## src/rtl/ext_gpio_ctrl.sv

```systemverilog
// Memory-mapped GPIO bank on the EXT bus: atomic output ops,
// synchronised/debounced inputs, sticky edge status and level irq.
module ext_gpio_ctrl #(
    parameter int unsigned AWIDTH         = 16,
    parameter logic [AWIDTH-1:0] ADDR_BASE = '0,
    parameter int unsigned OUT_W          = 4,
    parameter int unsigned IN_W           = 8,
    parameter logic [OUT_W-1:0] OUT_RESET = '0,
    parameter int unsigned SAMPLE_CNT     = 25000,
    parameter int unsigned STABLE_SAMPLES = 4
) (
    input  logic              clk,
    input  logic              rst_n,
    input  logic              EXT_EN,
    input  logic [3:0]        EXT_WEA,
    input  logic [AWIDTH-1:0] EXT_ADDR,
    input  logic [31:0]       EXT_DIN,
    output logic [31:0]       EXT_DOUT,
    input  logic [IN_W-1:0]   gpio_in,
    output logic [OUT_W-1:0]  gpio_out,
    output logic              irq
);

    localparam int unsigned TW = (SAMPLE_CNT > 1) ? $clog2(SAMPLE_CNT) : 1;
    localparam int unsigned SW = $clog2(STABLE_SAMPLES + 1);
    localparam logic [TW-1:0] TICK_LAST = TW'(SAMPLE_CNT - 1);
    localparam logic [SW-1:0] ST_LAST = SW'(STABLE_SAMPLES - 1);
    // rise bits in [15:0], fall bits in [31:16]
    localparam logic [15:0] HMASK = 16'((32'd1 << IN_W) - 1);
    localparam logic [31:0] EMASK = {HMASK, HMASK};

    logic                      hit;
    logic                      wr;
    logic                      rd;
    logic [3:0]                offset;
    logic [31:0]               wmask;
    logic [31:0]               wbits;
    logic [31:0]               rdata;
    logic [31:0]               clr;
    logic [31:0]               ev;
    logic                      tick;

    logic [OUT_W-1:0]          out_q, out_d;
    logic [IN_W-1:0]           sync_q, raw_q;
    logic [IN_W-1:0]           in_q, in_d;
    logic [IN_W-1:0][SW-1:0]   scnt_q, scnt_d;
    logic [TW-1:0]             tcnt_q;
    logic [31:0]               sts_q, sts_d;
    logic [31:0]               ien_q, ien_d;
    logic                      irq_q;

    assign hit    = EXT_EN && (EXT_ADDR[AWIDTH-1:4] == ADDR_BASE[AWIDTH-1:4]);
    assign offset = EXT_ADDR[3:0];
    assign wr     = hit && (EXT_WEA != 4'b0000);
    assign rd     = hit && (EXT_WEA == 4'b0000);
    assign wmask  = {{8{EXT_WEA[3]}}, {8{EXT_WEA[2]}},
                     {8{EXT_WEA[1]}}, {8{EXT_WEA[0]}}};
    assign wbits  = EXT_DIN & wmask;
    assign tick   = (tcnt_q == TICK_LAST);

    always_comb begin
        out_d = out_q;
        ien_d = ien_q;
        clr   = '0;
        if (wr) begin
            unique case (offset)
                4'd0:    out_d = (out_q & ~wmask[OUT_W-1:0]) | wbits[OUT_W-1:0];
                4'd1:    out_d = out_q | wbits[OUT_W-1:0];
                4'd2:    out_d = out_q & ~wbits[OUT_W-1:0];
                4'd3:    out_d = out_q ^ wbits[OUT_W-1:0];
                4'd6:    clr   = wbits;
                4'd7:    ien_d = ((ien_q & ~wmask) | wbits) & EMASK;
                default: ;
            endcase
        end
    end

    // Per-bit run length of samples that disagree with the accepted level
    always_comb begin
        in_d   = in_q;
        scnt_d = scnt_q;
        if (tick) begin
            for (int i = 0; i < int'(IN_W); i++) begin
                if (raw_q[i] != in_q[i]) begin
                    if (scnt_q[i] == ST_LAST) begin
                        in_d[i]   = ~in_q[i];
                        scnt_d[i] = '0;
                    end else begin
                        scnt_d[i] = scnt_q[i] + 1'b1;
                    end
                end else begin
                    scnt_d[i] = '0;
                end
            end
        end
    end

    // New events are OR-ed after the clear so a coincident w1c cannot lose them
    always_comb begin
        ev    = {16'(in_q & ~in_d), 16'(in_d & ~in_q)};
        sts_d = ((sts_q & ~clr) | ev) & EMASK;
    end

    always_comb begin
        rdata = '0;
        unique case (offset)
            4'd0:    rdata = 32'(out_q);
            4'd4:    rdata = 32'(in_q);
            4'd5:    rdata = 32'(raw_q);
            4'd6:    rdata = sts_q;
            4'd7:    rdata = ien_q;
            default: rdata = '0;
        endcase
    end

    always_ff @(posedge clk or negedge rst_n) begin
        if (!rst_n) begin
            out_q    <= OUT_RESET;
            sync_q   <= '0;
            raw_q    <= '0;
            in_q     <= '0;
            scnt_q   <= '0;
            tcnt_q   <= '0;
            sts_q    <= '0;
            ien_q    <= '0;
            irq_q    <= 1'b0;
            EXT_DOUT <= '0;
        end else begin
            out_q  <= out_d;
            sync_q <= gpio_in;
            raw_q  <= sync_q;
            in_q   <= in_d;
            scnt_q <= scnt_d;
            tcnt_q <= tick ? '0 : tcnt_q + 1'b1;
            sts_q  <= sts_d;
            ien_q  <= ien_d;
            irq_q  <= |(sts_q & ien_q);
            if (rd) begin
                EXT_DOUT <= rdata;
            end
        end
    end

    assign gpio_out = out_q;
    assign irq      = irq_q;

endmodule

```

## config.mk

```make
export PLATFORM = sky130hd
export DESIGN_NAME = ext_gpio_ctrl
export DESIGN_NICKNAME = d
export VERILOG_FILES = /design/src/rtl/ext_gpio_ctrl.sv
export SDC_FILE = /design/constraint.sdc
export NUM_CORES = 1
export LEC_CHECK = 0
export ABC_CLOCK_PERIOD_IN_PS = 1900
export CORE_MARGIN = 2
export CORE_UTILIZATION = 43
export CTS_CLUSTER_DIAMETER = 200
export DETAILED_ROUTE_END_ITERATION = 7
export GPL_ROUTABILITY_DRIVEN = 0
export PLACE_DENSITY = 0.7
export SYNTH_ARGS = -nofsm -noshare
export SYNTH_HDL_FRONTEND = slang
export SYNTH_SLANG_ARGS = --single-unit
```

## constraint.sdc

```tcl
create_clock -name clk -period 1.9 [get_ports clk]
set_input_delay 0.38 -clock clk [delete_from_list [all_inputs] [get_ports clk]]
set_output_delay 0.38 -clock clk [all_outputs]
set_load 0.01 [all_outputs]
```

==> results.md, run 1 <==
* Drt pass-1 iters at 5
* TritonCTS clock tree: yes
* Cells after Synth at 520
* Hold Path Origin: sync_q[7]
* Via count at 4354
* Worst Hold Path EP: raw_q[7]
* Min-Delay Path Class: reg2reg
* Synth area leaders: dfrtp_1, mux2_2, o21ai_0
* Finished Core Util at 0.562
* Switching Share at 0.214
* Fin Hold WS at 345 ps
* Final-report setup violation count at 0
* Tmin final at about 1800 ps
* Num rows at 42
* Total CTS buffers at 17
* Critical path class: reg2reg
* First-pass GRT wire length at between 20000 and 25000 um
* Clk sink count at roughly 120
* Top cells by count, synth: dfrtp_1, o21ai_0, nor2_1, nand2_1, inv_1
* Yosys Warn Count at 0
* RSZ-0062 raised after global routing: no
* Critical path arrival at 2110 ps
* Hold path depth at 0
* Peak supply drop at 0.495 mV
* Avg Cell Area, Syn at 10.9 sq um
* Vias per cell at roughly 5.4
* Int Power at around 4.7 mW
* Synth top area share at 0.510
* Clk pwr share at 0.526
* Async S/R FF share, synth at 1.00
* CP Data Required Time at 2190 ps
* Total grt overflow at 0
* Routed WL at 13400 um
* Fillers at ~1100
* Largest net degree at the start of global routing at 34
* # port buffers at 67
* Register area share after synthesis at 0.510
* Avg WL per Cell at around 17 um
* CTS root buf: clkbuf_16
* Worst-path clk slew at 50 ps
* RR Startpoint: tcnt_q[1]
* Final hold violations at 0
* Clk buf depth at 2
* Post-CTS setup buffers at 0
* Reg2reg path depth at 6
* Post-Layout Inst Area at 0.00736 sq mm
* Pre-CTS WS at -373 ps
* Fin crit share at 0.958
* FF+latch count, synth at 116
* Initial Utilization at 0.435
* DRT iter0 DRCs at 345
* Share of layout cells above drive strength 1 at 0.175
* Seq pwr share at 0.416
* Number of global-route vias before repair at between 4000 and 5000
* Top-count cell post-synth: dfrtp_1
* Sw power at 1.29 mW
* Clk Latency, worst-skew pair at 420 ps
* Power density over the cells at 819 mW/mm^2
* Outcome: finished clean
* Width of the die at 119 um
* Htree depth at 4
* DP Area at 0.00676 sq mm
* Layout Nets at 700
* GR Util All Layers at 0.202
* I/O Pins at 100
* Slew Limit Fails at 0
* Die footprint at about 0.014 sq mm
* Worst r2r dst: in_q[6]
* Flop2flop setup slack at between 70 and 80 ps
* Crit-path max FO at 13
* Diode count at 0
* Startpoint types: flop
* DRC violations left at 0
* Die Y-Extent at 119 um
* DRT antenna net count at 0
* Yosys cell types at just over 50
* Setup Skew at 6.94 ps
* Maxcap violations at 0
* EDFF count, synth at 0
* Synth area leader: dfrtp_1
* Top_reg_cell synth: dfrtp_1
* HPWL after DPL at 9790 um
* Area grow syn2layout at 29.2%
* Leakage power at 3.33 nW
* Initial antenna violation count at 0
* Crit path capture type: flop
* Final WS setup at 79.7 ps
* Gate power share at 0.058
* Netlist Area Pre-Place at 0.00569 sq mm
* Fmax at 549 MHz
* Core area at 0.0131 sq mm
-- metrics by stage --
stage	total power [mW]	TNS [ps]	cells
after floorplan	2.69	0	535
after global placement	2.89	-12330	780
after global routing	6.24	0	812
after CTS	6.08	0	812
after detailed placement	2.90	-14200	780
final	6.02	0	812
-- timing repair --
| action | CTS | global route |
|---|---|---|
| endpoints found under the hold margin | 24 | 0 |
| hold buffers | 1 | 0 |
| resized for setup | 0 | 3 |
| setup endpoints to repair | 0 | 15 |
-- worst max-delay path, stage by stage, from the launching register on --
cell	delay, ps
dfrtp_1	360
ha_1	170
and4bb_2	220
nand4_1	130
buf_12	190
nor3b_4	280
mux2_4	340
-- worst max-delay path by stage --
stage,startpoint,to,cells past startpoint
final,tcnt_q[1],in_q[6],6
after global routing,tcnt_q[1],sts_q[2],7
after CTS,tcnt_q[1],in_q[6],6
after detailed placement,EXT_ADDR[12],flop,5
after global placement,EXT_ADDR[12],flop,5
after floorplan,tcnt_q[0],in_q[6],6
-- cells by family after synthesis --
family / after synthesis / share of synthesized area
simple gates: 160 / 0.158
flops: 116 / 0.510
compound gates: 104 / 0.122
buf+inv: 64 / 0.0620
mux: 41 / 0.0864
xor+xnor: 21 / 0.0323
fa+ha+maj: 13 / 0.0286
other cells: 1 / 0.000659
-- cell usage in the layout, fill, tap and decap left out, types with 4 or more instances in the layout --
master / netlist / final
a21oi_1: 11 / 11
a221oi_1: 7 / 7
a22o_1: 5 / 5
a32o_1: 11 / 11
a32oi_1: 4 / 4
and2_1: 4 / 4
buf_12: 0 / 6
buf_4: 19 / 36
clkbuf_16: 0 / 17
clkdlybuf4s50_1: 0 / 65
clkinv_2: 0 / 4
conb_1: 1 / 16
dfrtp_1: 116 / 116
ha_1: 13 / 13
inv_1: 25 / 25
mux2_2: 21 / 20
mux2i_1: 15 / 15
mux4_2: 4 / 4
nand2_1: 32 / 32
nand2b_1: 4 / 4
nand3_1: 15 / 15
nand4_1: 18 / 18
nor2_1: 41 / 41
nor2b_1: 13 / 12
nor3_1: 6 / 6
nor4_1: 5 / 5
o21a_1: 5 / 5
o21ai_0: 45 / 45
o31ai_1: 8 / 8
o41ai_1: 5 / 5
xnor2_1: 16 / 16
xor2_1: 5 / 5
-- cell type report --
cell class	count	area, sq um	share of cell area
Multi-Input combinational cell	355	2500	0.340
Timing Repair Buffer	109	1060	0.144
Clock buffer	21	450	0.0612
Clock inverter	10	133	0.0180
Tap cell	176	220	0.0299
Sequential cell	116	2900	0.395
Inverter	25	93.8	0.0128
-- routing by layer --
| layer | global-route usage | vias to the layer above | wire (um) |
|---|---|---|---|
| li1 | - | 2056 | - |
| met1 | 0.260 | 2126 | 5880 |
| met2 | 0.325 | 148 | 6520 |
| met3 | 0.0465 | 24 | 747 |
| met4 | 0.0908 | 0 | 249 |
| met5 | 0 | - | 0 |
-- power groups by stage --
stage                     Sequential (mW)  Combinational, mW  Clock, mW
after floorplan                      2.54              0.148          0
after global placement               2.55              0.347          0
after detailed placement             2.55              0.351          0
after CTS                            2.51              0.355       3.22
after global routing                 2.51              0.387       3.35
final                                2.51              0.352       3.17
Power figures use the tool's default switching activity.
==> run 2, diff against run 1 <==
Settings changed: REMOVE_ABC_BUFFERS set to 1.
==> results.md, run 2 (same netlist as run 1, synthesis figures left out) <==
* Outcome: finished clean
* Slew Limit Fails at 0
* I/O Pins at 100
* Diode count at 0
* # port buffers at 67
* Sw power at around 1.2 mW
* GR Util All Layers at 0.200
* Clk buf depth at 2
* CTS root buf: clkbuf_16
* RSZ-0062 raised after global routing: yes
* DRC violations left at 0
* Fin crit share at 0.985
* Routed WL at 13600 um
* Final-report setup violation count at 0
* Power density over the cells at 761 mW/mm^2
* Width of the die at 119 um
* Sum Neg Setup Slack at 0 ps
* Switching Share at 0.220
* Tmin final at 1870 ps
* Commonest non-fill, non-tap cell in the layout: dfrtp_1
* Initial Utilization at 0.435
* First-pass GRT wire length at 22100 um
* Final WS setup at 29.2 ps
* Critical path class: reg2reg
* Die footprint at ~0.014 sq mm
* DRT antenna net count at 0
* Crit path capture type: flop
* Largest net degree at the start of global routing at between 70 and 80
* RR Startpoint: tcnt_q[1]
* Vias per cell at 5.35
* Final hold violations at 0
* Peak supply drop at 0.502 mV
* Total CTS buffers at 17
* Avg WL per Cell at 16.5 um
* Clk pwr share at 0.488
* Crit path from: tcnt_q[1]
* Number of global-route vias before repair at approximately 4400
* Clk sink count at between 100 and 150
* TritonCTS clock tree: yes
* Via count at approximately 4400
* Area grow syn2layout at 29.2%
* Min-Delay Path Class: reg2reg
* Total grt overflow at 0
* Maxcap violations at 0
* Gate power share at 0.064
* Worst-path clk slew at 50 ps
* Placed cells at 785
* Clk Latency, worst-skew pair at about 420 ps
* Leakage power at 3.37 nW
* Layout Cells excl Fill at between 800 and 900
* Htree depth at 4
* Core area at 0.0131 sq mm
* Most frequent cells in the layout: dfrtp_1, clkdlybuf4s50_1, buf_4
* Initial antenna violation count at 0
* Finished Core Util at 0.562
* Die Y-Extent at 119 um
* Pre-CTS WS at -377 ps
* Int Power at between 4 and 5 mW
* Crit-path max FO at 7
* Layout Nets at 710
* Drt pass-1 iters at 5
* HPWL after DPL at just under 10000 um
* Share of layout cells above drive strength 1 at 0.184
* Critical path arrival at 2170 ps
* Fmax at 535 MHz
* Num rows at 42
* Seq pwr share at 0.448
* DRT iter0 DRCs at 352
* Startpoint types: flop
* Setup Skew at 5.96 ps
* Hold Path Origin: sync_q[4]
* CP Data Required Time at 2200 ps
==> run 2: timing repair <==
action | in CTS | in global routing
setup buffers | 0 | 4
resized for setup | 0 | 6
pin swaps | 1 | 3
cloned | 0 | 1
endpoints found under the hold margin | 21 | 0
hold buffers | 1 | 0
setup endpoints to repair | 1 | 27
==> run 2: power by group through the flow <==
stage               Clock, mW  Sequential (mW)  Combinational (mW)
floorplan                   0             2.54              0.0976
global placement            0             2.55               0.346
detailed placement          0             2.55               0.351
CTS                      2.78             2.51               0.355
global route             2.90             2.51               0.387
finish                   2.73             2.51               0.356
==> run 2: worst paths after layout <==
check	cells after the start	slack (ps)	to
max reg2reg	6	30	in_q[6]
max in group asynchronous	3	790	sts_q[20]
min reg2reg	0	350	raw_q[4]
max	6	30	in_q[6]
min	0	350	raw_q[4]
min in group asynchronous	2	410	asynchronous set/reset pin
==> run 2: final cells by class <==
class	count	area, sq um
tap	176	220
fill	1082	5730
sequential	116	2900
timing repair buffer	119	1110
multi-input combinational	355	2520
clock inverter	6	30.0
clock buffer	25	475
inverter	25	93.8
==> run 2: layer usage <==
layer	track usage	wire (um)	up-vias	part of all wire
met3	0.0527	755	29	0.056
met4	0.0900	399	0	0.029
met1	0.257	5930	2162	0.44
li1	-	-	2079	-
met2	0.320	6510	126	0.48
met5	0	0	-	0
==> run 2: stage by stage <==
stage               instance area [sq um]  hold WS, ps  power, mW
CTS                                  7270          346       5.65
detailed placement                   6760          293       2.90
global placement                     6760          292       2.89
global route                         7350          350       5.79
finish                               7350          345       5.60
floorplan                            5490         84.4       2.64
==> run 2: critical path: stages, from the launching register on <==
cell      delay [ps]
dfrtp_1          370
ha_2             190
and4bb_2         220
nand4_1          170
buf_12           210
nor3b_4          280
mux2_4           330
==> RTL edit: new RTL, config.mk and constraints of run 2 <==
`in_q` no longer has a reset.
--- a/src/rtl/ext_gpio_ctrl.sv
+++ b/src/rtl/ext_gpio_ctrl.sv
@@ -118,7 +118,6 @@
             out_q    <= OUT_RESET;
             sync_q   <= '0;
             raw_q    <= '0;
-            in_q     <= '0;
             scnt_q   <= '0;
             tcnt_q   <= '0;
             sts_q    <= '0;
@@ -129,7 +128,6 @@
             out_q  <= out_d;
             sync_q <= gpio_in;
             raw_q  <= sync_q;
-            in_q   <= in_d;
             scnt_q <= scnt_d;
             tcnt_q <= tick ? '0 : tcnt_q + 1'b1;
             sts_q  <= sts_d;
@@ -141,6 +139,10 @@
         end
     end
 
+    always_ff @(posedge clk) begin
+        in_q <= in_d;
+    end
+
     assign gpio_out = out_q;
     assign irq      = irq_q;
 
Behaviour: no difference found for any inputs over 4 cycles, from zero or initial values and one cycle with rst_n low; that may be too few to reach the edited logic, so the function may still have changed.
==> RTL edit against run 2 <==
Combinational power is 3% higher; sequential cell count unchanged; worst setup slack improved by 0.020 ns; via count rose by 0.50%; design area increased by 2.4%; routed wire length rose by 3.2%; area after synthesis decreased by 0.62%; power increased by 16%; critical endpoint is now in_q[6]$_DFF_P_; highest routed layer unchanged.
==> RTL edit: results (changes against run 2) <==
[detailed_routing]
dr.pass1.iters=5  ; unchanged
via_per_inst=5.38  ; was 5.35
drt_wl_total_um=14000  ; was 13600 um
first_iter_violations=295  ; was 352
routedWlPerCell_um=17.1  ; was 16.5 um

[clock_network]
ctsResizeCount=1  ; was 0
root_buffer=clkbuf_16  ; unchanged
clk_path_buf_depth=2  ; unchanged
cts_made_buffers=17  ; unchanged
clkTransAtPathRegs_ns=0.06
cts.htree.levels=4  ; unchanged
clk-insertion-delay-late_ns=0.41
hold_buffers=1  ; unchanged
post-cts-setup-buffer-count=0  ; unchanged

[setup_path]
r2r-start=tcnt_q[0]$_DFF_PN0_  ; was tcnt_q[1]$_DFF_PN0_
cp_max_fo=7  ; unchanged
r2r_setup_slack_ns=0.05  ; was 0.03 ns
cp.arrival_ns=2.15  ; was 2.17 ns
crit_type=reg2reg  ; unchanged

[sta]
whs_ns=0.344  ; was 0.345 ns
clock_skew_ns=0.00645  ; was 0.00596 ns
max_clock_freq_ghz=0.540  ; was 0.535 GHz

[finish]
nets=712  ; was 710
insertedDiodeCount=0  ; unchanged
multi_input_area_um2=2560  ; was 2520 um2
fillers=1038  ; was 1082
drive_above_1_share_pct=20.8  ; was 18.4%

[placement]
placed_cell_area_um2=6750  ; was 6760 um2
dpl.cell_count=785  ; unchanged
hpwlAfterDp_um=9870  ; was 9730 um
post-place-ws_ns=-0.411  ; was -0.377 ns
numPortBuffers=67  ; unchanged

[synth]
ys.flop_type=dfrtp_1  ; unchanged
synth_area_per_cell_um2=10.9  ; about the same
ys_seq_area_share_pct=50.6  ; was 51.0%
synthArstFlopShare_pct=93.1  ; was 100%
yosysUniqueCellTypes=52  ; was 51
synth_commonest_cells=dfrtp_1 (108), o21ai_0 (45), nor2_1 (40), nand2_1 (32), inv_1 (26)  ; was dfrtp_1 (116), o21ai_0 (45), nor2_1 (41), nand2_1 (32), inv_1 (25)
synth.area.top_cells=dfrtp_1 (48%), mux2_2 (4.2%), o21ai_0 (4.0%), ha_1 (2.9%), dfxtp_1 (2.8%)  ; was dfrtp_1 (51%), mux2_2 (4.2%), o21ai_0 (4.0%), ha_1 (2.9%), nor2_1 (2.7%)
synth_warnings=0  ; unchanged

[global_routing]
grt_pass1_vias=4561  ; was 4413
grt_antenna_before_repair=0  ; unchanged
grt_max_degree=36  ; was 75
track_usage_pct=20.6  ; was 20.0%
grt_pass1_wl_um=22800  ; was 22100 um

[worst_hold_path]
hp-class=reg2reg  ; unchanged
min_from=sync_q[7]$_DFF_PN0_  ; was sync_q[4]$_DFF_PN0_

[pwr]
leakage_uw=0.00345  ; was 0.00337 uW
ir_drop_mv=0.595  ; was 0.502 mV

[die]
fp.dieW_um=119  ; about the same

[outcome]
status=finished, final reports clean  ; unchanged

-- RTL edit: critical path, cell delays in order, from the launching register on --
cell	delay [ns]
dfrtp_1	0.37
ha_2	0.18
and4bb_2	0.23
nand4_1	0.18
buf_12	0.20
nor3b_4	0.24
mux2_4	0.33
-- RTL edit: path summary, 6_finish.rpt --
path | to | depth (start not counted)
max in group asynchronous | gpio_out[2]$_DFFE_PN0P_ | 3
worst min register to register | raw_q[7]$_DFF_PN0_ | 0
worst max register to register | in_q[6]$_DFF_P_ | 6
worst max-delay path | in_q[6]$_DFF_P_ | 6
worst min-delay path | raw_q[7]$_DFF_PN0_ | 0
min in group asynchronous | EXT_DOUT[5]$_DFFE_PN0P_ | 2
-- RTL edit: layout make-up --
| class | instances | area share [%] |
|---|---|---|
| clock buffer | 18 | 5.83 |
| clock inverter | 14 | 3.07 |
| timing repair buffer | 121 | 14.9 |
| inverter | 26 | 1.30 |
| multi-input combinational | 354 | 34.0 |
| tap | 172 | 2.86 |
| sequential | 116 | 38.0 |
-- RTL edit: kinds of logic after synthesis --
family	after synthesis	share of synthesized area, %
AO/OA/AOI/OAI	103	12.2
buffers and inverters	65	6.30
flip-flops	116	50.6
XOR/XNOR	21	3.25
other	1	0.0663
multiplexers	42	8.87
AND/OR/NAND/NOR	159	15.8
adder cells (fa/ha/maj)	13	2.88
-- RTL edit: power by group --
part	internal (uW)	total, uW	switching [uW]
logic	176	365	189
clock network	2490	3620	1140
registers	2490	2500	15.1
-- RTL edit: layer usage --
metal | routed length [um] | share of wire [%] | track usage [%]
met5 | 0 | 0 | 0
met3 | 851 | 6.1 | 5.65
met1 | 5930 | 42 | 25.2
met4 | 297 | 2.1 | 8.56
met2 | 6960 | 50 | 34.3
